## config.mk

```make
export PLATFORM = sky130hd
export DESIGN_NAME = uart_tx_param
export DESIGN_NICKNAME = d
export VERILOG_FILES = /design/src/rtl/uart_pkg.sv /design/src/rtl/uart_bit_timer.sv /design/src/rtl/uart_tx_param.sv
export SDC_FILE = /design/constraint.sdc
export NUM_CORES = 1
export LEC_CHECK = 0
export ABC_AREA = 1
export CAP_MARGIN = 10
export CELL_PAD_IN_SITES_DETAIL_PLACEMENT = 1
export CELL_PAD_IN_SITES_GLOBAL_PLACEMENT = 1
export CORE_UTILIZATION = 43
export DETAILED_ROUTE_END_ITERATION = 8
export HOLD_SLACK_MARGIN = 0.02
export PLACE_DENSITY_LB_ADDON = 0.1
export RECOVER_POWER = 100
export SYNTH_ARGS = -nofsm -noshare
export SYNTH_HDL_FRONTEND = slang
export SYNTH_HIERARCHICAL = 1
export SYNTH_SLANG_ARGS = --single-unit
```

## constraint.sdc

```tcl
create_clock -name clk -period 5.3 [get_ports clk]
set_input_delay 0.795 -clock clk [delete_from_list [all_inputs] [get_ports clk]]
set_output_delay 0.795 -clock clk [all_outputs]
set_load 0.005 [all_outputs]
```

## src/rtl/uart_pkg.sv

```systemverilog
// Shared UART types: transmitter state encoding, parity modes and counter-width helper.
package uart_pkg;

  typedef enum logic [2:0] {
    StIdle   = 3'd0,
    StStart  = 3'd1,
    StData   = 3'd2,
    StParity = 3'd3,
    StStop   = 3'd4,
    StBreak  = 3'd5
  } tx_state_t;

  typedef enum logic [1:0] {
    PAR_NONE = 2'b00,
    PAR_EVEN = 2'b01,
    PAR_ODD  = 2'b10
  } par_mode_t;

  // Width of a counter that must hold values 0..n-1; never less than one bit.
  function automatic int unsigned cnt_w(input int unsigned n);
    return (n <= 2) ? 1 : $clog2(n);
  endfunction

endpackage

```

## src/rtl/uart_bit_timer.sv

```systemverilog
// Oversampling tick counter: flags the tick that closes one bit period.
module uart_bit_timer
  import uart_pkg::*;
#(
  parameter int unsigned OVERSAMPLE = 16
) (
  input  logic clk,
  input  logic rst,
  input  logic tick,
  input  logic clr,
  output logic bit_end
);

  localparam int unsigned CntW = cnt_w(OVERSAMPLE);

  logic [CntW-1:0] cnt_q;

  assign bit_end = tick && !clr && (cnt_q == CntW'(OVERSAMPLE - 1));

  always_ff @(posedge clk or negedge rst) begin
    if (!rst) begin
      cnt_q <= '0;
    end else if (clr) begin
      cnt_q <= '0;
    end else if (tick) begin
      cnt_q <= bit_end ? '0 : cnt_q + CntW'(1);
    end
  end

endmodule

```

## src/rtl/uart_tx_param.sv

```systemverilog
// Parametrised UART transmitter with runtime parity / stop-bit selection.
// Optional line-break generation is enabled by defining UART_TX_BREAK_EN.
module uart_tx_param
  import uart_pkg::*;
#(
  parameter int unsigned DBITS      = 8,
  parameter int unsigned OVERSAMPLE = 16
) (
  input  logic             clk,
  input  logic             rst,
  input  logic             tick,
  input  logic [DBITS-1:0] din,
  input  logic             tx_valid,
  output logic             tx_ready,
  input  logic [1:0]       par_mode,
  input  logic             stop2,
`ifdef UART_TX_BREAK_EN
  input  logic             send_break,
`endif
  output logic             tx,
  output logic             tx_done,
  output logic             busy
);

`ifdef UART_TX_BREAK_EN
  // The bit counter also times the DBITS+3 bit periods of a break.
  localparam int unsigned BitCntW = cnt_w(DBITS + 3);
`else
  localparam int unsigned BitCntW = cnt_w(DBITS);
`endif

  tx_state_t          state_q;
  logic [DBITS-1:0]   shift_q;
  logic [BitCntW-1:0] bit_cnt_q;
  logic               par_q;
  logic               par_en_q;
  logic               stop2_q;
  logic               bit_end;
`ifdef UART_TX_BREAK_EN
  logic               brk_q;
`endif

  uart_bit_timer #(
    .OVERSAMPLE(OVERSAMPLE)
  ) u_bit_timer (
    .clk    (clk),
    .rst    (rst),
    .tick   (tick),
    .clr    (state_q == StIdle),
    .bit_end(bit_end)
  );

  always_ff @(posedge clk or negedge rst) begin
    if (!rst) begin
      state_q   <= StIdle;
      shift_q   <= '0;
      bit_cnt_q <= '0;
      par_q     <= 1'b0;
      par_en_q  <= 1'b0;
      stop2_q   <= 1'b0;
      tx        <= 1'b1;
      tx_ready  <= 1'b1;
      tx_done   <= 1'b0;
      busy      <= 1'b0;
`ifdef UART_TX_BREAK_EN
      brk_q     <= 1'b0;
`endif
    end else begin
      tx_done <= 1'b0;
      unique case (state_q)
        StIdle: begin
          bit_cnt_q <= '0;
`ifdef UART_TX_BREAK_EN
          if (send_break) begin
            state_q  <= StBreak;
            stop2_q  <= 1'b0;
            brk_q    <= 1'b1;
            tx       <= 1'b0;
            tx_ready <= 1'b0;
            busy     <= 1'b1;
          end else
`endif
          if (tx_valid) begin
            state_q  <= StStart;
            shift_q  <= din;
            par_en_q <= (par_mode == PAR_EVEN) || (par_mode == PAR_ODD);
            par_q    <= (par_mode == PAR_ODD) ? ~^din : ^din;
            stop2_q  <= stop2;
            tx       <= 1'b0;
            tx_ready <= 1'b0;
            busy     <= 1'b1;
`ifdef UART_TX_BREAK_EN
            brk_q    <= 1'b0;
`endif
          end
        end
        StStart: begin
          if (bit_end) begin
            state_q <= StData;
            tx      <= shift_q[0];
          end
        end
        StData: begin
          if (bit_end) begin
            if (bit_cnt_q == BitCntW'(DBITS - 1)) begin
              bit_cnt_q <= '0;
              if (par_en_q) begin
                state_q <= StParity;
                tx      <= par_q;
              end else begin
                state_q <= StStop;
                tx      <= 1'b1;
              end
            end else begin
              shift_q   <= shift_q >> 1;
              tx        <= shift_q[1];
              bit_cnt_q <= bit_cnt_q + BitCntW'(1);
            end
          end
        end
        StParity: begin
          if (bit_end) begin
            state_q   <= StStop;
            bit_cnt_q <= '0;
            tx        <= 1'b1;
          end
        end
        StStop: begin
          if (bit_end) begin
            if (bit_cnt_q == {{(BitCntW - 1){1'b0}}, stop2_q}) begin
              state_q   <= StIdle;
              bit_cnt_q <= '0;
              busy      <= 1'b0;
              tx_ready  <= 1'b1;
`ifdef UART_TX_BREAK_EN
              tx_done   <= !brk_q;
`else
              tx_done   <= 1'b1;
`endif
            end else begin
              bit_cnt_q <= bit_cnt_q + BitCntW'(1);
            end
          end
        end
`ifdef UART_TX_BREAK_EN
        // Low for DBITS+3 bit periods, then StStop supplies one high bit.
        StBreak: begin
          if (bit_end) begin
            if (bit_cnt_q == BitCntW'(DBITS + 2)) begin
              state_q   <= StStop;
              bit_cnt_q <= '0;
              tx        <= 1'b1;
            end else begin
              bit_cnt_q <= bit_cnt_q + BitCntW'(1);
            end
          end
        end
`endif
        default: begin
          state_q  <= StIdle;
          tx       <= 1'b1;
          tx_ready <= 1'b1;
          busy     <= 1'b0;
        end
      endcase
    end
  end

endmodule

```

==> impl_metrics.tcl <==
set metrics [dict create \
    status "finished clean" \
    ctsHoldBuffers 0 \
    wl_met1_um 1671 \
    worstReg2RegEnd "state_q[0]$_DFFE_PN0P_" \
    fin_tns_setup_ps 0 \
    nNetsFinal 250 \
    first_iter_violations 53 \
    fin_util 0.5209 \
    crit_top_cell "nor2_1" \
    slew_viol_final 0 \
    critPathKind "in -> reg" \
    max_cap_violations 0 \
    ys_warn_count 6 \
    crit_chain "dlygate4sd3_1, inv_1, nor2_1, inv_1, nor2_1, nand4_1, nand2_1, nand2_1, nor2_1, o21ai_0" \
    crit_arrival_ps 2740 \
    tritoncts.num_buffers 3 \
    yosys.area.top_type "dfrtp_1" \
    grt_pass1_wl_um 6693 \
    min_period_ps 2602 \
    maxClockFrequency_ghz 0.3843 \
    power_mw 0.8732 \
    min_from "tx_ready$_DFFE_PN1P_" \
    fillers 468 \
    cp-end-kind "flip-flop" \
    drt-total-wl_um 3621 \
    drc_errors 0 \
    cts_resized 0 \
    hold-worst-slack_ps 473.5 \
    critPathRequiredTime_ps 5440 \
    initial_core_util 0.4609 \
    min_path_cells 2 \
    postCtsSetupBuffers 0 \
    clock-sinks 25 \
    die-area_um2 3936 \
    worstMarginPinSlew_ps 1364 \
    area_delta_synth_final_pct 13.01 \
    synth.distinct_cells 29 \
    grt_overflow 0 \
    rows 21 \
    power.density_nw_per_um2 487.0 \
    synthesis.nets 229 \
    die_w_um 62.74 \
    htree_num_levels 1 \
    grt_start_max_net_pins 26 \
    ys_seq_area_frac 0.3959 \
    synth.top_cells.by_area "dfrtp_1 (36%), nand2_1 (14%), inv_1 (7.1%)" \
    cts_root_buf "clkbuf_8" \
    vdd_drop_max_mv 0.1901 \
    dpl.cell_count 271 \
    start_kind "input port" \
    setup_slack_ps 2698 \
    antenna_found_initial 0 \
    hold_violations 0 \
    vias 1386 \
    netlist_area_um2 1587 \
    vias_per_cell 5.040 \
    clk_latency_ps 260 \
    wl_per_cell_um 13.17 \
    skew_ps 2.444 \
    grt_usage 0.2124 \
    fp.dieH_um 62.74 \
    cpPeakStageDelay_ps 570 \
    worstHoldEndpoint "tx_ready$_DFFE_PN1P_" \
    gp_congestion 0.7604 \
    dr.pass1.iters 4 \
    synth_top_area_frac 0.3628 \
    place.port_buffers 18 \
    postRouteAntennaNets 0 \
    critPathMaxFanout 5 \
    place_ws_ps 2548 \
    cts.path.max_buffers 2 \
    r2r_start "state_q[2]$_DFFE_PN0P_" \
    postPlaceCellArea_um2 1795 \
    synth.most_common_cell "nand2_1" \
    path_clk_slew_ps 80 \
    ys_ff_latch 25 \
    slew_headroom 0.09047 \
    timing.final.crit_share 0.4910 \
    dp_hpwl_um 2862 \
    synth_edf_count 0 \
    fin_area_um2 1793 \
    setup_viol_count_final 0 \
    ys_top_cells_by_count "nand2_1 (61), inv_1 (30), dfrtp_1 (23)" \
    drive_above_1_share 0.09607 \
    top_layer "met4" \
    diodes 0 \
    ys.flop_type "dfrtp_1" \
    crit_slowest_cell "dlygate4sd3_1" \
    core-area_um2 3442 \
    reg2reg_depth 11 \
    rsz0062_at_grt "false" \
    met3_length_um 96 \
    wl_met2_um 1811 \
    p_leak_nw 0.9490 \
    syn_avg_cell_area_um2 7.591 \
    ios 19 \
    grt_pass1_vias 1544 \
    synth-async-reset-ratio 1.000 \
    hp-class "reg -> reg" \
    fin_cells 275 \
    reg2reg_slack_ps 3120 \
    syn_inst 209 \
    cts_tree "yes" \
]
-- area by class of cell --
type	count	area, um^2	share of cell area
clock buffers	4	45.04	0.02512
inverters	34	127.6	0.07118
multi-input cells	147	750.7	0.4187
flip-flops and latches	25	628.1	0.3503
well taps	46	57.56	0.03210
repair buffers	19	183.9	0.1026
-- state kept, by name, indices dropped and copies added (netlist names) --
signal             cells
tx                     1
tx_ready               1
u_bit_timer/cnt_q      4
par_q                  1
shift_q                8
busy                   1
par_en_q               1
bit_cnt_q              3
stop2_q                1
state_q                3
tx_done                1
-- cells by family (layout without fill, tap and decap cells) --
kind of cell,after synthesis,count (layout),share of synthesized area
AND/OR/NAND/NOR,104,104,0.3021
flip-flops,25,25,0.3959
buffers and inverters,37,57,0.1033
XOR/XNOR,4,4,0.02209
AO/OA/AOI/OAI,34,34,0.1372
adder cells (fa/ha/maj),5,5,0.03943
-- power by group --
group / leakage [nW] / internal, mW / switching (mW)
logic: 0.608 / 0.152 / 0.283
clock network: 0.0228 / 0.0537 / 0.0584
registers: 0.319 / 0.269 / 0.0563
-- critical path, delay by kind of cell --
family	cells	cell delay (ps)
buffers and inverters	3	710
AO/OA/AOI/OAI	1	140
AND/OR/NAND/NOR	6	1100
-- metal layers --
| layer | up-vias | GRT usage |
|---|---|---|
| met2 | 24 | 0.3804 |
| met3 | 6 | 0.02555 |
| met4 | 0 | 0.05814 |
| met5 | - | 0 |
| met1 | 663 | 0.2672 |
| li1 | 693 | - |
-- cell usage in the layout (no fill, tap or decap), drive strengths merged --
cell type,instances
o21ai,27
ha,5
dfrtp,23
o31ai,1
nand4,2
dfstp,2
inv,34
clkdlybuf4s50,11
a21boi,1
xor2,1
nand3,14
a22o,1
nand2,71
dlygate4sd3,7
nand3b,1
xnor2,3
a21oi,3
o22ai,1
clkbuf,5
nor2,16
-- how the worst max path moves through the flow --
stage                     from                endpoint  slack [ps]  cells after the start
final                     tick  state_q[0]$_DFFE_PN0P_        2700                     10
after global routing      tick  state_q[0]$_DFFE_PN0P_        2460                     11
after CTS                 tick  state_q[0]$_DFFE_PN0P_        2830                     11
after detailed placement  tick  state_q[0]$_DFFE_PN0P_        2550                     11
after global placement    tick  state_q[2]$_DFFE_PN0P_        2750                     11
after floorplan           tick  state_q[2]$_DFFE_PN0P_        3410                     10
Note: power is estimated with default switching activity, not from simulation.
